**src/rtl/keypad_pkg.sv**
```systemverilog
// Shared types, constants and key-map helpers for the 4x4 keypad scanner.
// The key map follows the printed keypad legend, row by row.
package keypad_pkg;

  typedef enum logic [1:0] {
    ST_SCAN     = 2'd0,
    ST_DEBOUNCE = 2'd1,
    ST_HELD     = 2'd2,
    ST_RELEASE  = 2'd3
  } state_t;

  localparam logic [3:0] ROW_RESET = 4'b1110;

  function automatic logic [3:0] key_map(input logic [1:0] row, input logic [1:0] col);
    logic [3:0] code;
    case ({row, col})
      4'd0:    code = 4'h1;
      4'd1:    code = 4'h2;
      4'd2:    code = 4'h3;
      4'd3:    code = 4'hA;
      4'd4:    code = 4'h4;
      4'd5:    code = 4'h5;
      4'd6:    code = 4'h6;
      4'd7:    code = 4'hB;
      4'd8:    code = 4'h7;
      4'd9:    code = 4'h8;
      4'd10:   code = 4'h9;
      4'd11:   code = 4'hC;
      4'd12:   code = 4'hE;
      4'd13:   code = 4'h0;
      4'd14:   code = 4'hF;
      4'd15:   code = 4'hD;
      default: code = 4'h0;
    endcase
    return code;
  endfunction

  // Lowest-index active-low column wins when several read closed.
  function automatic logic [1:0] first_low_col(input logic [3:0] cols);
    logic [1:0] idx;
    if (cols[0] == 1'b0) begin
      idx = 2'd0;
    end else if (cols[1] == 1'b0) begin
      idx = 2'd1;
    end else if (cols[2] == 1'b0) begin
      idx = 2'd2;
    end else begin
      idx = 2'd3;
    end
    return idx;
  endfunction

endpackage

```
**src/rtl/keypad_decode.sv**
```systemverilog
// Combinational translation of a latched row/column position to its hex key code.
module keypad_decode
  import keypad_pkg::*;
(
  input  logic [1:0] row,
  input  logic [1:0] col,
  output logic [3:0] code
);

  assign code = key_map(row, col);

endmodule

```
**src/rtl/keypad_scanner.sv**
```systemverilog
// 4x4 keypad scanner: rotates an active-low row drive, debounces press and release
// of a single key, and strobes key_valid once per accepted press.
module keypad_scanner
  import keypad_pkg::*;
#(
  parameter int SCAN_CYCLES     = 2400,
  parameter int DEBOUNCE_CYCLES = 480000
) (
  input  logic       clk,
  input  logic       reset,
  input  logic [3:0] s_cols,
  output logic [3:0] rows,
  output logic [3:0] key,
  output logic       key_valid
);

  localparam int MAX_CYC = (SCAN_CYCLES > DEBOUNCE_CYCLES) ? SCAN_CYCLES : DEBOUNCE_CYCLES;
  localparam int CNT_W   = $clog2(MAX_CYC);
  localparam logic [CNT_W-1:0] SCAN_LAST = CNT_W'(SCAN_CYCLES - 1);
  localparam logic [CNT_W-1:0] DEB_LAST  = CNT_W'(DEBOUNCE_CYCLES - 1);
  localparam logic [CNT_W-1:0] CNT_ONE   = CNT_W'(1);

  state_t           state_r, state_s;
  logic [CNT_W-1:0] cnt_r, cnt_s;
  logic [1:0]       row_idx_r, row_idx_s;
  logic [1:0]       lat_row_r, lat_row_s;
  logic [1:0]       lat_col_r, lat_col_s;
  logic [3:0]       rows_r, rows_s;
  logic [3:0]       key_r, key_s;
  logic             key_valid_r, key_valid_s;
  logic [3:0]       code_s;
  logic             col_open_s;

  keypad_decode u_decode (
    .row  (lat_row_r),
    .col  (lat_col_r),
    .code (code_s)
  );

  // Next-state, counter, row-select and key-capture logic.
  always_comb begin
    state_s     = state_r;
    cnt_s       = cnt_r;
    row_idx_s   = row_idx_r;
    lat_row_s   = lat_row_r;
    lat_col_s   = lat_col_r;
    key_s       = key_r;
    key_valid_s = 1'b0;
    col_open_s  = s_cols[lat_col_r];

    case (state_r)
      ST_SCAN: begin
        if (cnt_r == SCAN_LAST) begin
          cnt_s = '0;
          if (s_cols != 4'b1111) begin
            lat_row_s = row_idx_r;
            lat_col_s = first_low_col(s_cols);
            state_s   = ST_DEBOUNCE;
          end else begin
            row_idx_s = row_idx_r + 2'd1;
          end
        end else begin
          cnt_s = cnt_r + CNT_ONE;
        end
      end
      ST_DEBOUNCE: begin
        if (col_open_s) begin
          state_s   = ST_SCAN;
          cnt_s     = '0;
          row_idx_s = row_idx_r + 2'd1;
        end else if (cnt_r == DEB_LAST) begin
          key_s       = code_s;
          key_valid_s = 1'b1;
          state_s     = ST_HELD;
          cnt_s       = '0;
        end else begin
          cnt_s = cnt_r + CNT_ONE;
        end
      end
      ST_HELD: begin
        // Other columns are ignored here: no rollover while a key is held.
        cnt_s = '0;
        if (col_open_s) begin
          state_s = ST_RELEASE;
        end else begin
          state_s = ST_HELD;
        end
      end
      ST_RELEASE: begin
        if (!col_open_s) begin
          state_s = ST_HELD;
          cnt_s   = '0;
        end else if (cnt_r == DEB_LAST) begin
          state_s   = ST_SCAN;
          cnt_s     = '0;
          row_idx_s = row_idx_r + 2'd1;
        end else begin
          cnt_s = cnt_r + CNT_ONE;
        end
      end
      default: begin
        state_s   = ST_SCAN;
        cnt_s     = '0;
        row_idx_s = 2'd0;
      end
    endcase

    rows_s = ~(4'b0001 << row_idx_s);
  end

  // State and output registers; reset aborts any press in progress.
  always_ff @(posedge clk or negedge reset) begin
    if (!reset) begin
      state_r     <= ST_SCAN;
      cnt_r       <= '0;
      row_idx_r   <= 2'd0;
      lat_row_r   <= 2'd0;
      lat_col_r   <= 2'd0;
      rows_r      <= ROW_RESET;
      key_r       <= 4'h0;
      key_valid_r <= 1'b0;
    end else begin
      state_r     <= state_s;
      cnt_r       <= cnt_s;
      row_idx_r   <= row_idx_s;
      lat_row_r   <= lat_row_s;
      lat_col_r   <= lat_col_s;
      rows_r      <= rows_s;
      key_r       <= key_s;
      key_valid_r <= key_valid_s;
    end
  end

  assign rows      = rows_r;
  assign key       = key_r;
  assign key_valid = key_valid_r;

endmodule

```
**config.mk**
```make
export PLATFORM = sky130hd
export DESIGN_NAME = keypad_scanner
export DESIGN_NICKNAME = d
export VERILOG_FILES = /design/src/rtl/keypad_pkg.sv /design/src/rtl/keypad_decode.sv /design/src/rtl/keypad_scanner.sv
export SDC_FILE = /design/constraint.sdc
export NUM_CORES = 1
export LEC_CHECK = 0
export BUFFER_PORTS_ARGS = -buffer_cell sky130_fd_sc_hd__buf_2
export CAP_MARGIN = 10
export CORE_MARGIN = 10
export CORE_UTILIZATION = 45
export CTS_CLUSTER_SIZE = 10
export DETAILED_ROUTE_END_ITERATION = 10
export PLACE_DENSITY = 0.64
export SYNTH_ARGS = -nofsm -noshare
export SYNTH_HDL_FRONTEND = slang
export SYNTH_HIERARCHICAL = 1
export SYNTH_SLANG_ARGS = --single-unit
```
**constraint.sdc**
```tcl
create_clock -name clk -period 2.23 [get_ports clk]
set_input_delay 0.223 -clock clk [delete_from_list [all_inputs] [get_ports clk]]
set_output_delay 0.223 -clock clk [all_outputs]
set_load 0.01 [all_outputs]
```
==> reports/results.tsv <==
metric	value	unit
crit-path most repeated cell	or3_4	
Synth Area in Simple Gates	22.4	%
Unique masters post-synth	43	
antenna violations before repair	0	
Mapped Area	1950	sq um
crit-path max FO	5	
Pre-antenna DRT Iters	4	
Ports	15	
layout cells sized above 1	27.5	%
core region area	4120	sq um
Top delay family on crit path	simple AND/OR/NAND/NOR gates	
period utilization	95.7	%
adder-cell share of the synthesized area	3.84	%
Via density	5.46	
unrepaired setup endpoints after global routing	no	
Buf+Inv Stages, Crit Path	0	
Final Wtd Congestion	0.799	
final worst setup slack	96.0	ps
final setup skew	5.16	ps
Slew HR	48.4	%
FMAX	469	MHz
Non-Filler Instances	268	
CP arrival	2310	ps
status	finished, final reports clean	
GRT overflow	0	
gr usage total	11.5	%
initial core utilization	47.5	%
Post-synth EDFFs	0	
Synth-to-Final Area Change	17.0	%
R2R depth	6	
CTS clk-pin slew, worst paths	70	ps
Design Power	1210	uW
Net Count, Synth	198	
Commonest cells post-synth	dfrtp_1, nor2_1, nand2_1	
multiplexer area fraction after synthesis	10.2	%
reg-to-reg slack, setup	100	ps
Post CTS Setup Buffer Count	0	
Slew @ Worst Pin	774	ps
cell internal pwr	950	uW
Final setup viols	0	
Yosys warnings	6	
#FFs+latches synth	36	
sequential share of power	54.4	%
CTS H-tree lvls	2	
HPWL Detailed	2760	um
Clock Latency Late Sink	290	ps
Pins Over Slew Limit	0	
DP Worst Slack	7.96	ps
r2r endpoint	key[3]$_DFFE_PN0P_	
asr flop ratio synth	100	%
share of the synthesized area in the top cell type	42.3	%
Post-DRT Antenna Nets	0	
drt drc	0	
CTS Root Cell	clkbuf_8	
Chip Height	85.9	um
Peak VDD IR	0.471	mV
Worst Setup End Kind	flop	
DRT iter0 DRCs	89	
Post-Synth XOR/XNOR Area	8.51	%
wire length of the first global-routing pass	6960	um
CTS buffer count	5	
clk sinks	36	
Critical Path Start Type	flop	
placed instance count	260	
Layout Nets	229	
CP max stage delay	390	ps
vias in the first global route	1462	
top_reg_cell synth	dfrtp_1	
PD cells	530	nW/um^2
Gate Count Post-Synth	186	
I/O Buffers	14	
final WL	3930	um
Hold Fails Final Rpt	0	
post-route cell area	2290	sq um
CTS tree	yes	
# rows	23	
most frequent cell after synthesis	dfrtp_1	
largest cells by area after synthesis	dfrtp_1, nor2_1, xnor2_1, dfstp_2, ha_1	
Pleak	0.00104	uW
post-synth top area cell	dfrtp_1	
DIE AREA	7380	sq um
Worst path slowest cell	or3_4	
largest net degree at the start of global routing	37	
number of diodes	0	
chip width	85.9	um
max-cap violations	0	
cell breakdown of the critical path	ha_2, nand3_2, or3_4, or3_4, or3_4, mux2_4	
P_sw	261	uW
fillcell total	366	
main combinational cell family by area after synthesis	simple AND/OR/NAND/NOR gates	
Seq/Total Area, Yosys	46.3	%
Clock Power Share	42.3	%
compound-gate portion of the synthesized area	5.12	%
crit path from	cnt_r[1]$_DFF_PN0_	
worst min path class	input pin to asynchronous set/reset pin	
critical path required time	2410	ps
DR WL/cell	14.7	um
Mean Syn Cell Area	10.5	sq um
Clock Tree Buf Depth	2	
Post-DP Area	2170	sq um
switch share	21.5	%
Comb power frac	3.3	%
routed via count	1462	
crit path time final	2130	ps
Reg2Reg Launch Point	cnt_r[1]$_DFF_PN0_	
CP Class	flop to flop	
==> cells in the final DEF (no fill, tap or decap), drive strengths merged, types with 3 or more instances in the layout <==
cell    Yosys  final
and4        5      5
buf         2     29
clkbuf      3      8
dfrtp      33     33
dfstp       3      3
ha          6      6
inv         9      9
mux2        7      7
mux2i       6      6
nand2      13     13
nand3       7      7
nand4       3      3
nor2       28     28
nor2b       3      3
nor3        4      4
nor4        3      3
o21ai       5      5
or3         3      3
xnor2      11     11
xor2        8      8
==> how the worst max path moves through the flow <==
stage,to,cells past startpoint,slack [ps]
finish,key[3]$_DFFE_PN0P_,6,100
floorplan,key[0]$_DFFE_PN0P_,7,-10
global route,key[3]$_DFFE_PN0P_,6,40
CTS,key[3]$_DFFE_PN0P_,6,4
detailed placement,key[3]$_DFFE_PN0P_,6,8
global placement,key[3]$_DFFE_PN0P_,6,70
==> power groups by stage <==
| stage | logic [uW] | registers (uW) | clock network [uW] |
|---|---|---|---|
| floorplan | 14.8 | 671 | 0 |
| global placement | 39.4 | 670 | 0 |
| detailed placement | 40.7 | 670 | 0 |
| CTS | 41.0 | 658 | 519 |
| global route | 46.8 | 658 | 557 |
| finish | 40.2 | 659 | 512 |
==> stage by stage <==
step | hold WS, ps | util (%) | TNS (ps)
final | 6.89 | 55.6 | 0
after global placement | 337 | 52.7 | 0
after global routing | 75.3 | 55.6 | 0
after CTS | 35.4 | 55.1 | 0
after floorplan | -72.6 | - | -51.1
after detailed placement | 347 | 52.7 | 0
==> routing by layer <==
layer,vias up,global-route usage (%),part of all wire [%]
met1,713,14.4,47
met4,0,4.94,2.1
met5,-,0,0
met2,29,17.5,47
li1,710,-,-
met3,10,3.88,4.3
==> state kept, by name, summed over array words and instances (netlist names), named ones only <==
signal     cells
state_r        1
cnt_r         19
key_valid      1
row_idx_r      2
lat_col_r      2
rows           4
lat_row_r      2
key            4
==> repair_timing <==
item                                    in CTS  in global routing
hold buffers                                 0                  0
endpoints found under the setup margin       0                 10
resized for setup                            0                  3
==> kinds of logic after synthesis <==
group,count (synthesis)
buffers and inverters,15
AND/OR/NAND/NOR,80
AO/OA/AOI/OAI,15
flip-flops,36
adder cells (fa/ha/maj),6
XOR/XNOR,19
multiplexers,15
==> area by class of cell <==
type / count / area, sq um / share of cell area [%]
clock buffer: 8 / 100 / 4.38
timing repair buffer: 29 / 183 / 7.99
multi-input combinational: 135 / 1000 / 43.7
tap: 50 / 62.6 / 2.74
inverter: 10 / 37.5 / 1.64
sequential: 36 / 905 / 39.6
(Power assumes the default switching activity.)
